### config.mk
export PLATFORM = sky130hd
export DESIGN_NAME = main_memory_ctrl
export DESIGN_NICKNAME = d
export VERILOG_FILES = /design/src/rtl/main_memory_ctrl.sv
export SDC_FILE = /design/constraint.sdc
export NUM_CORES = 2
export LEC_CHECK = 0
export CAP_MARGIN = 20
export CORE_ASPECT_RATIO = 1.75
export CORE_UTILIZATION = 35
export CTS_CLUSTER_SIZE = 40
export DETAILED_ROUTE_END_ITERATION = 7
export PLACE_DENSITY_LB_ADDON = 0.05
export SKIP_LAST_GASP = 1
export SLEW_MARGIN = 20
export SYNTH_ARGS = -nofsm -noshare
export SYNTH_HDL_FRONTEND = slang
export SYNTH_SLANG_ARGS = --single-unit
### constraint.sdc
create_clock -name clk_in -period 21.7 [get_ports clk_in]
set_input_delay 2.17 -clock clk_in [delete_from_list [all_inputs] [get_ports clk_in]]
set_output_delay 2.17 -clock clk_in [all_outputs]
set_load 0.05 [all_outputs]
### src/rtl/main_memory_ctrl.sv
// rtl/main_memory_ctrl.sv - block-granular main memory behind unified_cache with programmable latency
// One request in flight; response held until the cache acknowledges it.
module main_memory_ctrl #(
  parameter int ADDR_WIDTH    = 64,
  parameter int BLOCK_BYTES   = 16,
  parameter int BLOCK_WIDTH   = BLOCK_BYTES * 8,
  parameter int MEM_DEPTH     = 32,
  parameter int READ_LATENCY  = 4,
  parameter int WRITE_LATENCY = 2,
  parameter int PKT_WIDTH     = ADDR_WIDTH + BLOCK_WIDTH + 5
) (
  input  logic                 clk_in,
  input  logic                 reset_in,
  input  logic [PKT_WIDTH-1:0] req_packet_in,
  output logic                 req_ack_out,
  output logic [PKT_WIDTH-1:0] resp_packet_out,
  input  logic                 resp_ack_in,
  output logic                 busy_out
);

  localparam int OFF_W     = $clog2(BLOCK_BYTES);
  localparam int IDX_W     = $clog2(MEM_DEPTH);
  localparam int LAT_MAX   = (READ_LATENCY > WRITE_LATENCY) ? READ_LATENCY : WRITE_LATENCY;
  localparam int CNT_W     = (LAT_MAX > 1) ? $clog2(LAT_MAX) : 1;
  localparam int DATA_LSB  = ADDR_WIDTH;
  localparam int VALID_BIT = ADDR_WIDTH + BLOCK_WIDTH;
  localparam int WRITE_BIT = VALID_BIT + 1;
  localparam int TYPE_LSB  = VALID_BIT + 2;

  typedef enum logic [1:0] {
    S_IDLE,
    S_BUSY,
    S_RESP
  } state_t;

  state_t                 state_q, state_d;
  logic [CNT_W-1:0]       cnt_q, cnt_d;
  logic [2:0]             type_q, type_d;
  logic                   wr_q, wr_d;
  logic [BLOCK_WIDTH-1:0] data_q, data_d;
  logic [ADDR_WIDTH-1:0]  addr_q, addr_d;
  logic                   ack_q, ack_d;
  logic                   busy_q, busy_d;
  logic [PKT_WIDTH-1:0]   resp_q, resp_d;

  logic [BLOCK_WIDTH-1:0] mem_q [MEM_DEPTH];
  logic [IDX_W-1:0]       idx;
  logic                   mem_we;

  // Offset bits and bits above the array size are dropped, so addresses alias modulo the array span.
  assign idx    = addr_q[OFF_W +: IDX_W];
  assign mem_we = (state_q == S_BUSY) && (cnt_q == '0) && wr_q;

  always_comb begin
    state_d = state_q;
    cnt_d   = cnt_q;
    type_d  = type_q;
    wr_d    = wr_q;
    data_d  = data_q;
    addr_d  = addr_q;
    resp_d  = resp_q;
    ack_d   = 1'b0;
    case (state_q)
      S_IDLE: begin
        if (req_packet_in[VALID_BIT]) begin
          type_d  = req_packet_in[TYPE_LSB +: 3];
          wr_d    = req_packet_in[WRITE_BIT];
          data_d  = req_packet_in[DATA_LSB +: BLOCK_WIDTH];
          addr_d  = req_packet_in[ADDR_WIDTH-1:0];
          cnt_d   = req_packet_in[WRITE_BIT] ? CNT_W'(WRITE_LATENCY - 1)
                                             : CNT_W'(READ_LATENCY - 1);
          ack_d   = 1'b1;
          state_d = S_BUSY;
        end
      end
      S_BUSY: begin
        if (cnt_q == '0) begin
          // The write lands in the same edge as the response is registered.
          if (wr_q) resp_d = {type_q, 1'b1, 1'b1, {BLOCK_WIDTH{1'b0}}, addr_q};
          else      resp_d = {type_q, 1'b0, 1'b1, mem_q[idx], addr_q};
          state_d = S_RESP;
        end else begin
          cnt_d = cnt_q - CNT_W'(1);
        end
      end
      S_RESP: begin
        if (resp_ack_in) begin
          resp_d  = '0;
          state_d = S_IDLE;
        end
      end
      default: state_d = S_IDLE;
    endcase
    busy_d = (state_d != S_IDLE);
  end

  always_ff @(posedge clk_in or posedge reset_in) begin
    if (reset_in) begin
      state_q <= S_IDLE;
      cnt_q   <= '0;
      type_q  <= '0;
      wr_q    <= 1'b0;
      data_q  <= '0;
      addr_q  <= '0;
      ack_q   <= 1'b0;
      busy_q  <= 1'b0;
      resp_q  <= '0;
    end else begin
      state_q <= state_d;
      cnt_q   <= cnt_d;
      type_q  <= type_d;
      wr_q    <= wr_d;
      data_q  <= data_d;
      addr_q  <= addr_d;
      ack_q   <= ack_d;
      busy_q  <= busy_d;
      resp_q  <= resp_d;
    end
  end

  // Storage is deliberately outside the reset domain so contents survive reset.
  always_ff @(posedge clk_in) begin
    if (mem_we) mem_q[idx] <= data_q;
  end

  assign req_ack_out     = ack_q;
  assign resp_packet_out = resp_q;
  assign busy_out        = busy_q;

endmodule

* Word level (Yosys, flattened, before mapping) *
Memory sizes are Yosys's and may differ from the RTL's.
Index checks and enable logic that the tools add are counted.

word-level totals
  bits in registers = 399
  RAM bits = 4096
  output and inout port bits = 199
  logic and storage cells = 43
  memories kept = 1

memory list
  name   words  width  rd ports  clocked after Yosys merged registers in  write ports  RTL line  text
  mem_q  32     128    1         0                                        1            46        logic [BLOCK_WIDTH-1:0] mem_q [MEM_DEPTH];

cells by class
  $add $sub $neg = 1
  eq/ne operators = 6
  multiplexer cells = 16
  reductions and logical operators = 10

operator list
  operator             count
  $mux 197             2
  $pmux 197 s2         1
  $mux 194             1
  $mux 2               6
  $ne 2x2->1 const B   3
  $pmux 2 s3           1
  $reduce_and 3->1     2
  $reduce_bool 2->1    3
  $logic_not 2->1      2
  $mux 1               4
  $pmux 2 s2           1
  $eq 2x1->1 const B   1
  $eq 2x2->1 const B   1
  $logic_and 1x1->1    2
  $ne 2x1->1 const B   1
  $reduce_and 2->1     1
  $sub 2x1->2 const B  1

* Logic depth before layout (Yosys ltp) *
  word-level depth = 5
  gate-level depth with buffers = 10
  depth with buffers taken out = 7

* Least setup slack after synthesis *
OpenSTA, ideal clock, no wires.

  path type = flip-flop to flip-flop
  start point = reg cnt_q[0]
  end point = mem mem_q[25][0] in the netlist's numbering (enable)
  setup time = 771 ps
  arrival time = 10236 ps
  required time = 20929 ps
  path slack = 10693 ps
  stages on the path, launching flop included = 8
  buffers on the path = 2
  period minus slack after synthesis = 11007 ps
  path through = dfrtp_1 inv_1 ha_1 and3b_1 buf_2 buf_1 nand4b_1 nor3_1

on the way
  word-level cells in the longest chain between the ends = 5

RTL lines
  item                            RTL line  text
  start, declared                 37        logic [CNT_W-1:0] cnt_q, cnt_d;
  start signal, assigned          110       cnt_q <= cnt_d;
  $logic_not 2->1                 52        assign mem_we = (state_q == S_BUSY) && (cnt_q == '0) && wr_q;
  $logic_and 1x1->1 (2 in a row)  52
  $mux 1                          123       if (mem_we) mem_q[idx] <= data_q;
  $mux 1 (not written as such)    123
  end, declared                   46

Every way passes these cells.

* Final worst setup path *
  start point = reg addr_q[5]
  end point = reg resp_q[146] (netlist: resp_packet_out[146])

on the way
  word-level cells in the longest chain between the ends = 4

RTL lines
  item                    RTL line  text
  start, declared         41        logic [ADDR_WIDTH-1:0] addr_q, addr_d;
  start signal, assigned  114       addr_q <= addr_d;
  $mem_v2 32x128          -
  $mux 194                79        if (wr_q) resp_d = {type_q, 1'b1, 1'b1, {BLOCK_WIDTH{1'b0}}, addr_q};
  $mux 197                77        if (cnt_q == '0) begin
  $pmux 197 s2            63        case (state_q)
  end signal, assigned    117       resp_q <= resp_d;
  end, declared           44        logic [PKT_WIDTH-1:0] resp_q, resp_d;

Every way passes these cells. The select of a mux whose other input is x is not followed.
A chain may end at the register's enable or synchronous reset.

==> flow_metrics.tcl <==
set metrics [dict create \
    crit_type "register to register" \
    final_antenna_net_count 0 \
    grt.busiest_layer "met2" \
    startpoint_type "register" \
    synth.top_cell.area_share 0.728 \
    drt-total-wl_um 571000 \
    grt_first_pass_wirelength_um 774000 \
    p_per_area_mw_per_mm2 138 \
    insertion_delay_ns 1.06 \
    io_pins 399 \
    worstPathCellList "buf_4, buf_4, buf_4, buf_4, buf_12, buf_4, mux2i_1, o22ai_1, nor4_1, nand2_1, a22o_1" \
    core_mm2 0.481 \
    fill_cells 42904 \
    crit_slowest_cell "dfrtp_4" \
    status "complete, no violations" \
    slew_violations 0 \
    setup_tns_ns 0 \
    clock_path_buffers 4 \
    ir_worst_vdd_mv 0.106 \
    grt_pass1_vias 91363 \
    hold_viol 0 \
    synth_nets 9162 \
    syn_inst 8961 \
    synth_area_per_cell_um2 18.8 \
    start_util 0.351 \
    grt_max_degree 134 \
    avgViaCountPerCell 5.52 \
    port_buffers 398 \
    gr-usage-met1 0.299 \
    post-route-period-util 0.327 \
    met2_usage 0.414 \
    holdCritPathClass "register to register" \
    drive_above_1_share 0.120 \
    htree_levels 5 \
    area_growth_syn_to_layout_pct 15.7 \
    cp-end-kind "register" \
    antenna_found_initial 22 \
    grt-ovfl-total 0 \
    rows 337 \
    synth_cell_types 35 \
    layout.nets 9730 \
    arrival_ns 8.01 \
    maxSlewHeadroom 0.232 \
    die_area_mm2 0.485 \
    finish.utilization 0.407 \
    finClkSkew_ns 0.0622 \
    yosysSeqAreaShare 0.788 \
    hpwl_um 284000 \
    tightest_slew_ns 1.15 \
    seq_area_mm2 0.133 \
    critPathRequiredTime_ns 22.60 \
    setup_viol 0 \
    clock-sinks 4495 \
    fin_crit_ns 7.10 \
    rsz0062_at_grt "false" \
    dieWidth_um 527 \
    wl_per_cell_um 35.3 \
    clkTransAtPathRegs_ns 0.07 \
    routabilityCongestion 0.734 \
    cts_inserted_buffers 433 \
    crit_fanout 114 \
    drv_cap 0 \
    critPathMostFrequentCell "buf_4" \
    use_met3 0.0272 \
    ctsHoldBuffers 0 \
    drt_iter0_markers 7359 \
    yosysWarnings 0 \
    cts_setup_buffers 0 \
    vias 89372 \
    synth_area_mm2 0.169 \
    cts_tree "built" \
    root_buffer "clkbuf_16" \
    synth_top_cell_by_area "edfxtp_1" \
    grtUsageTotal 0.231 \
    max_stage_delay_ns 0.97 \
    ys_seq_elements 4495 \
    drc 0 \
    drt-pass1-iter-count 6 \
    fmax_ghz 0.141 \
    preCtsSetupSlack_ns 14.58 \
    worst_hold_slack_ns 0.489 \
    die_h_um 921 \
    synthTopCellsByArea "edfxtp_1, mux2i_1, dfrtp_1" \
    fin_ws_ns 14.60 \
    p_leak_nw 67.5 \
    cts-resized-gates 0 \
    multiInputGateArea_mm2 0.0338 \
]
[metal layers]
metal  wire length, um  share of wire
met1            241000           0.42
met2            296000           0.52
met3             22900          0.040
met4             11300          0.020
met5                46       0.000081
[worst paths after layout]
path / startpoint / end / depth (start not counted) / slack, ns
max reg2reg: addr_q[5] / resp_packet_out[146] / 11 / 14.60
max in group asynchronous: reset_in / data_q[89] / 5 / 17.32
min reg2reg: addr_q[49] / resp_packet_out[49] / 1 / 0.49
min: addr_q[49] / resp_packet_out[49] / 1 / 0.49
min in group asynchronous: reset_in / resp_packet_out[87] / 2 / 1.50
max: addr_q[5] / resp_packet_out[146] / 11 / 14.60
[worst max-delay path, delay by kind of cell, from the launching register on]
kind / cells / cell delay (ns)
buf+inv: 6 / 4.57
mux: 1 / 0.28
compound gates: 2 / 0.31
simple gates: 2 / 0.54
flops: 1 / 0.97
[registers in the layout, summed over array words and instances (netlist names)]
| register | count |
|---|---|
| state_q | 2 |
| data_q | 128 |
| cnt_q | 2 |
| wr_q | 1 |
| busy_out | 1 |
| req_ack_out | 1 |
| type_q | 3 |
| resp_packet_out | 197 |
| mem_q | 4096 |
| addr_q | 64 |
[metrics by stage]
step / std cells / power (W) / area [um2]
6_report: 16180 / 0.0270 / 195000
5_1_grt: 16172 / 0.0280 / 195000
4_1_cts: 16164 / 0.0273 / 195000
3_5_place_dp: 15358 / 0.0195 / 181000
3_3_place_gp: 15355 / 0.0194 / 181000
2_1_floorplan: 8961 / 0.0164 / 169000
[cell usage after synthesis]
cell type and instances:
clkbuf_1 189, and3_1 1, nand4bb_1 6, or4_1 1, inv_1 6, nor2_1 32, mux2_2 197, a22o_1 195
nand4_1 2, o21ai_0 2, nand3b_1 2, or4b_1 4, or3b_2 2, edfxtp_1 4096, nor4_1 256, a22oi_1 1
nand2_1 137, dfrtp_1 399, or2_2 1, nand3_1 1, buf_2 314, nor3_1 4, mux2i_1 2049, nand4b_1 5
buf_1 13, buf_4 9, a21oi_1 3, or3_1 2, a31o_2 1, ha_1 1, nor2b_1 1, o22ai_1 1024
a31oi_2 1, and3b_1 1, buf_6 3
[cells in the final DEF (no fill, tap or decap), types with 10 or more instances in the layout]
cell and instances:
a22o_1 195, buf_12 36, buf_4 219, bufinv_16 40, clkbuf_1 111, clkbuf_16 439, clkbuf_8 40, clkdlybuf4s50_1 398
clkinv_1 54, clkinv_2 89, dfrtp_1 362, dfrtp_2 36, edfxtp_1 4096, inv_6 10, mux2_2 197, mux2i_1 2049
nand2_1 137, nor2_4 28, nor4_1 255, o22ai_1 1024
[report_power, final]
group	internal, W	leakage, nW	switching [W]	total, W
registers	0.0111	41.8	0.00131	0.0124
logic	0.00245	18.7	0.00438	0.00683
clock network	0.00434	6.99	0.00337	0.00771
total	0.0179	67.5	0.00906	0.0270
[kinds of logic after synthesis]
group                    count (synthesis)  synth area share
AO/OA/AOI/OAI                         1227            0.0484
adder cells (fa/ha/maj)                  1         0.0000741
buffers and inverters                  534            0.0145
flip-flops                            4495             0.788
multiplexers                          2246             0.135
AND/OR/NAND/NOR                        458            0.0148
[area by class of cell]
cell class,count,area share
Clock inverter,216,0.0116
Tap cell,6271,0.0401
Sequential cell,4495,0.681
Inverter,6,0.000154
Multi-Input combinational cell,3932,0.173
Timing Repair Buffer,661,0.0332
Antenna cell,9,0.000115
Clock buffer,590,0.0612
Note: power is estimated with default switching activity, not from simulation.
